`config.mk`:
```
export PLATFORM = sky130hd
export DESIGN_NAME = sum_bcd_display_flat
export DESIGN_NICKNAME = d
export VERILOG_FILES = /design/src/rtl/sum_bcd_display_if.sv /design/src/rtl/sum_bcd_display.sv /design/src/flat_wrapper.sv
export SDC_FILE = /design/constraint.sdc
export NUM_CORES = 1
export LEC_CHECK = 0
export BUFFER_PORTS_ARGS = -buffer_cell sky130_fd_sc_hd__buf_2
export CELL_PAD_IN_SITES_DETAIL_PLACEMENT = 1
export CELL_PAD_IN_SITES_GLOBAL_PLACEMENT = 2
export CORE_AREA = 10 10 162 104
export CTS_BUF_LIST = sky130_fd_sc_hd__clkbuf_16
export CTS_CLUSTER_DIAMETER = 50
export DETAILED_ROUTE_END_ITERATION = 10
export DIE_AREA = 0 0 172 114
export PLACE_DENSITY_LB_ADDON = 0.1
export SLEW_MARGIN = 20
export SYNTH_ARGS = -nofsm -noshare
export SYNTH_HDL_FRONTEND = slang
export SYNTH_SLANG_ARGS = --single-unit
```
`constraint.sdc`:
```
create_clock -name ck -period 2.2 [get_ports ck]
set_clock_uncertainty 0.15 [all_clocks]
set_input_delay 0.22 -clock ck [delete_from_list [all_inputs] [get_ports ck]]
set_output_delay 0.22 -clock ck [all_outputs]
set_load 0.005 [all_outputs]
```
`src/rtl/sum_bcd_display_if.sv`:
```
// sum_bcd_display_if: adder result handoff and 7-segment display bus (done/sum in; result, hex3..hex0, busy, valid out)
interface sum_bcd_display_if #(parameter int SUM_W = 16);
  logic             done;
  logic [SUM_W-1:0] sum;
  logic [SUM_W-1:0] result;
  logic [6:0]       hex3, hex2, hex1, hex0;
  logic             busy;
  logic             valid;
  modport master (output done, sum, input result, hex3, hex2, hex1, hex0, busy, valid);
  modport slave  (input done, sum, output result, hex3, hex2, hex1, hex0, busy, valid);
endinterface

```
`src/rtl/sum_bcd_display.sv`:
```
// sum_bcd_display: captures sum on rising done, converts to decimal (double-dabble) and drives 4 active-low 7-seg digits; ports ck, reset_l (async active-low), bus (slave: done, sum -> result, hex3..hex0, busy, valid); define SUM_HEX_MODE_EN for raw hex digits without the BCD engine
module sum_bcd_display #(
  parameter int SUM_W  = 16,
  parameter int DIGITS = 4
) (
  input logic               ck,
  input logic               reset_l,
  sum_bcd_display_if.slave  bus
);
  typedef enum logic [1:0] {IDLE, CONVERT, UPDATE} state_t;
  localparam logic [6:0] SEG_LUT [16] = '{7'h40, 7'h79, 7'h24, 7'h30, 7'h19, 7'h12, 7'h02, 7'h78,
                                          7'h00, 7'h10, 7'h08, 7'h03, 7'h46, 7'h21, 7'h06, 7'h0E};
  state_t     state, nxt;
  logic       done_q, pending, cap, pend, last;
  logic [6:0] nh3, nh2, nh1, nh0;
  assign cap  = bus.done & ~done_q;
  // a capture landing on the UPDATE edge itself counts as pending too
  assign pend = pending | cap;
`ifdef SUM_HEX_MODE_EN
  logic [15:0] r16;
  assign last = 1'b1;
  assign r16  = 16'(bus.result);
  always_comb begin
    nh3 = SEG_LUT[r16[15:12]];
    nh2 = SEG_LUT[r16[11:8]];
    nh1 = SEG_LUT[r16[7:4]];
    nh0 = SEG_LUT[r16[3:0]];
  end
`else
  localparam int BCD_W = 4 * DIGITS;
  localparam int CW    = $clog2(SUM_W);
  logic [SUM_W-1:0] shift;
  logic [BCD_W-1:0] bcd, adj;
  logic [CW-1:0]    cnt;
  logic             ovf;
  logic [SUM_W-1:0] ld_val;
  assign last   = cnt == CW'(SUM_W - 1);
  assign ld_val = cap ? bus.sum : bus.result;
  always_comb begin
    adj = bcd;
    for (int i = 0; i < DIGITS; i++)
      adj[4*i+:4] = bcd[4*i+:4] >= 4'd5 ? bcd[4*i+:4] + 4'd3 : bcd[4*i+:4];
  end
  always_comb begin
    nh3 = ovf ? 7'h3F : ~|bcd[15:12] ? 7'h7F : SEG_LUT[bcd[15:12]];
    nh2 = ovf ? 7'h3F : ~|bcd[15:8]  ? 7'h7F : SEG_LUT[bcd[11:8]];
    nh1 = ovf ? 7'h3F : ~|bcd[15:4]  ? 7'h7F : SEG_LUT[bcd[7:4]];
    nh0 = ovf ? 7'h3F : SEG_LUT[bcd[3:0]];
  end
`endif
  always_ff @(posedge ck or negedge reset_l)
    if (!reset_l) state <= IDLE;
    else state <= nxt;
  always_comb begin
    nxt = state;
    unique case (state)
      IDLE:    nxt = cap ? CONVERT : IDLE;
      CONVERT: nxt = last ? UPDATE : CONVERT;
      UPDATE:  nxt = pend ? CONVERT : IDLE;
      default: nxt = IDLE;
    endcase
  end
  always_ff @(posedge ck or negedge reset_l)
    if (!reset_l) begin
      done_q     <= 1'b0;
      pending    <= 1'b0;
      bus.result <= '0;
      bus.busy   <= 1'b0;
      bus.valid  <= 1'b0;
      bus.hex3   <= 7'h7F;
      bus.hex2   <= 7'h7F;
      bus.hex1   <= 7'h7F;
      bus.hex0   <= 7'h40;
`ifndef SUM_HEX_MODE_EN
      shift      <= '0;
      bcd        <= '0;
      cnt        <= '0;
      ovf        <= 1'b0;
`endif
    end else begin
      done_q <= bus.done;
      if (cap) begin
        bus.result <= bus.sum;
        bus.valid  <= 1'b0;
      end
      if (cap && state != IDLE) pending <= 1'b1;
      unique case (state)
`ifdef SUM_HEX_MODE_EN
        IDLE: ;
        CONVERT: bus.busy <= 1'b1;
`else
        IDLE: if (cap) begin
          shift    <= bus.sum;
          bcd      <= '0;
          cnt      <= '0;
          ovf      <= 1'b0;
          bus.busy <= 1'b1;
        end
        CONVERT: begin
          {bcd, shift} <= {adj[BCD_W-2:0], shift, 1'b0};
          ovf          <= ovf | adj[BCD_W-1];
          cnt          <= cnt + 1'b1;
        end
`endif
        UPDATE: if (pend) begin
          pending <= 1'b0;
`ifndef SUM_HEX_MODE_EN
          shift   <= ld_val;
          bcd     <= '0;
          cnt     <= '0;
          ovf     <= 1'b0;
`endif
        end else begin
          bus.hex3  <= nh3;
          bus.hex2  <= nh2;
          bus.hex1  <= nh1;
          bus.hex0  <= nh0;
          bus.valid <= 1'b1;
          bus.busy  <= 1'b0;
        end
        default: ;
      endcase
    end
endmodule

```
`src/flat_wrapper.sv`:
```
// flat-port wrapper written by rule: the top's interface ports become plain ports
module sum_bcd_display_flat 
#(
  parameter int SUM_W  = 16,
  parameter int DIGITS = 4
)
  (ck, reset_l, bus_done, bus_sum, bus_result, bus_hex3, bus_hex2, bus_hex1, bus_hex0, bus_busy, bus_valid);
  sum_bcd_display_if #(.SUM_W(SUM_W)) bus_i ();
  input logic ck;
  input logic reset_l;
  input wire logic [$bits(bus_i.done)-1:0] bus_done;
  input wire logic [$bits(bus_i.sum)-1:0] bus_sum;
  output wire logic [$bits(bus_i.result)-1:0] bus_result;
  output wire logic [$bits(bus_i.hex3)-1:0] bus_hex3;
  output wire logic [$bits(bus_i.hex2)-1:0] bus_hex2;
  output wire logic [$bits(bus_i.hex1)-1:0] bus_hex1;
  output wire logic [$bits(bus_i.hex0)-1:0] bus_hex0;
  output wire logic [$bits(bus_i.busy)-1:0] bus_busy;
  output wire logic [$bits(bus_i.valid)-1:0] bus_valid;
  assign bus_i.done = bus_done;
  assign bus_i.sum = bus_sum;
  assign bus_result = bus_i.result;
  assign bus_hex3 = bus_i.hex3;
  assign bus_hex2 = bus_i.hex2;
  assign bus_hex1 = bus_i.hex1;
  assign bus_hex0 = bus_i.hex0;
  assign bus_busy = bus_i.busy;
  assign bus_valid = bus_i.valid;
  sum_bcd_display #(.SUM_W(SUM_W), .DIGITS(DIGITS)) u_core (.ck(ck), .reset_l(reset_l), .bus(bus_i));
endmodule
```
==> reports/metrics.cfg <==
[clock_network]
clock_sink_count = 87
clock_insertion_delay_worst_skew_ps = 340
clk_path_buf_depth = 2
ctsHtreeMaxLevel = 3
worst_setup_hold_path_clk_slew_ps = 70
cts_made_buffers = 9
master_cell_of_the_clock_root_buffer = clkbuf_16
postCtsSetupRepairBufs = 0
cts_tree = yes

[synth]
synthMostInstantiatedCell = dfrtp_1
largest_area_contributor_in_the_synthesized_netlist = dfrtp_1
yosys_warnings = 0
synthesis.area_sq_um = 5000
synth-async-reset-ratio_pct = 100
yosys-top-cells-count = dfrtp_1 (65), o21ai_0 (51), nor2_1 (43)
postSynth.topFlopCell = dfrtp_1
synth_fp_nets = 549
synth_seq_area_share_pct = 44.1
synth.area.top_cells = dfrtp_1 (33%), dfstp_2 (12%), ha_1 (8.0%)
yosysUniqueCellTypes = 62
ys_ff_latch = 87
yosys.area.top_type_share_pct = 32.5
synth_area_per_cell_sq_um = 10.0
synthCells = 498
post_synth_edffs = 0

[timing]
finalHoldWorstSlack_ps = 15.3
worst_slew_margin_rel_pct = 55.9
grt_setup_unrepaired = false
timing_hold_violations_final = 0
finalSetupTns_ps = 0
slew_viol_final = 0
worst_margin_pin_slew_ps = 662
maxClockFrequency_mhz = 480
fin_crit_sh_pct = 94.7
setup_viol = 0
layout_min_cycle_time_ps = 2080

[floorplan]
rows = 34
design.portCount = 65
width_of_the_chip_microns = 172
start_util_pct = 35.6
chipHeight_microns = 114
core_sq_um = 14000
design.die.area_sq_um = 19600

[routing]
route.final.wire_length_microns = 14600
wl_per_cell_microns = 18.9
drt_iter0_drc = 327
via_count = 4161
post-route-drc-count = 0
vias_per_cell = 5.40
drt_pass1_iterations = 5
final_antenna_net_count = 0

[global_routing]
gr-usage-met3_pct = 3.59
antenna_violations_before_repair = 0
final_global_route_overflow_total = 0
largest_net_degree_at_the_start_of_global_routing = 46
first_global_vias = 4531
grt.busiest_layer = met2
groute.usage.overall_pct = 15.4
use_met2_pct = 23.7
grt.met1_usage_pct = 21.5
wire_length_of_the_first_global_routing_pass_microns = 24400

[worst_hold_path]
worst_hold_path_type = input port to flop

[power_and_ir_drop]
ratio_of_total_power_to_cell_area_nw_per_um2 = 1270
power.ir.vdd_worst_mv = 0.483
power_leakage_nw = 2.74

[final_layout]
design.final.nets = 636
layout-area-overhead-vs-synth_pct = 22.2
diodes = 0
fraction_of_final_layout_cells_with_drive_strength_greater_than_1_pct = 28.8

[status]
run_status = complete, no violations

[setup_path]
timing.critical_path.required_ps = 2280
worst-path-max-fanout = 19
setup.worst_path.start_class = flop
timing.setup.critical_path_class = flop to flop
critPathArrivalTime_ps = 2170
critical_path.endpoint_type = flop

[place]
detailedPlacementHpwl_microns = 10400
gp_congestion = 0.806
buffer_ports.inserted = 64

[flow_run]
drv.max_cap_violation_count = 0

-- sequential cells by signal, summed over array words and instances, names as in the netlist, 2 cells and up --
signal	count
u_core.shift	16
u_core.cnt	4
u_core.bus.result	16
u_core.bus.hex1	7
u_core.state	2
u_core.bus.hex2	7
u_core.bus.hex0	7
u_core.bcd	16
u_core.bus.hex3	7
-- cell usage in the layout (no fill, tap or decap), types with 5 or more instances in the layout --
| cell type | Yosys | final |
|---|---|---|
| a22o_1 | 10 | 10 |
| a31oi_1 | 15 | 15 |
| nor3_1 | 8 | 8 |
| o21ai_0 | 51 | 51 |
| nor2_1 | 43 | 42 |
| nand2_1 | 28 | 28 |
| o21ai_1 | 10 | 10 |
| clkbuf_16 | 0 | 9 |
| buf_4 | 0 | 33 |
| a21oi_1 | 19 | 19 |
| inv_1 | 18 | 18 |
| mux2_4 | 6 | 6 |
| mux2i_1 | 9 | 9 |
| nand2b_1 | 8 | 8 |
| buf_2 | 8 | 63 |
| dfrtp_1 | 65 | 65 |
| a222oi_1 | 13 | 13 |
| mux2_2 | 14 | 14 |
| nor2b_1 | 7 | 7 |
| ha_1 | 32 | 32 |
| nand3_1 | 6 | 6 |
| o31ai_1 | 5 | 5 |
| dfstp_2 | 22 | 22 |
| dlygate4sd3_1 | 0 | 15 |
-- final timing paths --
check / start / to / slack (ps) / depth (start not counted)
setup / recovery: u_core.state[0] / u_core.bcd[7] / 120 / 7
hold / removal: bus_sum[13] / u_core.bus.result[13] / 20 / 2
setup reg to reg: u_core.state[0] / u_core.bcd[7] / 120 / 7
hold reg to reg: u_core.bus.hex3[2] / u_core.bus.hex3[2] / 330 / 2
max in group asynchronous: reset_l / u_core.bus.hex3[6] / 930 / 3
min in group asynchronous: reset_l / u_core.bus.result[10] / 290 / 2
-- metrics by stage --
stage	total power [mW]	instances	setup WS [ps]	util (%)	area, sq um
floorplan	4.96	498	281	-	5000
global placement	6.10	739	113	40.2	5650
CTS	7.83	770	47.3	43.4	6090
finish	7.75	770	117	43.6	6110
global route	8.46	770	8.57	43.6	6110
detailed placement	6.22	739	65.7	40.2	5650
-- report_power, final --
part           switching (mW)  internal [mW]
Combinational            2.05           1.70
Sequential              0.473           2.00
Clock                   0.658          0.870
Total                    3.19           4.57
-- layer usage --
metal,wire (microns),vias to the layer above
li1,-,1997
met1,7370,2102
met2,6490,54
met3,560,8
met4,128,0
met5,0,-
-- final cells by class --
cell class	instances	area, sq um
inverter	20	78.8
fill	1591	7920
sequential	87	2200
clock inverter	7	63.8
clock buffer	9	225
timing repair buffer	114	768
tap	180	225
multi-input combinational	353	2550
-- critical path, stage by stage (launching register included) --
cell,delay (ps)
dfrtp_1,380
inv_1,70
ha_1,260
nor2b_4,160
o21a_4,200
or2_1,220
buf_4,220
a211o_1,300
-- kinds of logic (layout without fill, tap and decap cells) --
logic type,after synthesis,count (layout),synth area share [%]
muxes,31,31,7.65
xor gates and xnor gates,4,4,0.700
DFF,87,87,44.1
adders and majority gates,32,32,8.00
AOI/OAI and AO/OA,162,162,21.7
buffers and inverters,58,150,5.30
and+or+nand+nor,124,124,12.5
-- what timing repair did --
item	in CTS	in global routing
hold buffers	15	0
setup endpoints to repair	0	21
gates resized for setup	0	7
endpoints found under the hold margin	38	0
(Power assumes the default switching activity.)
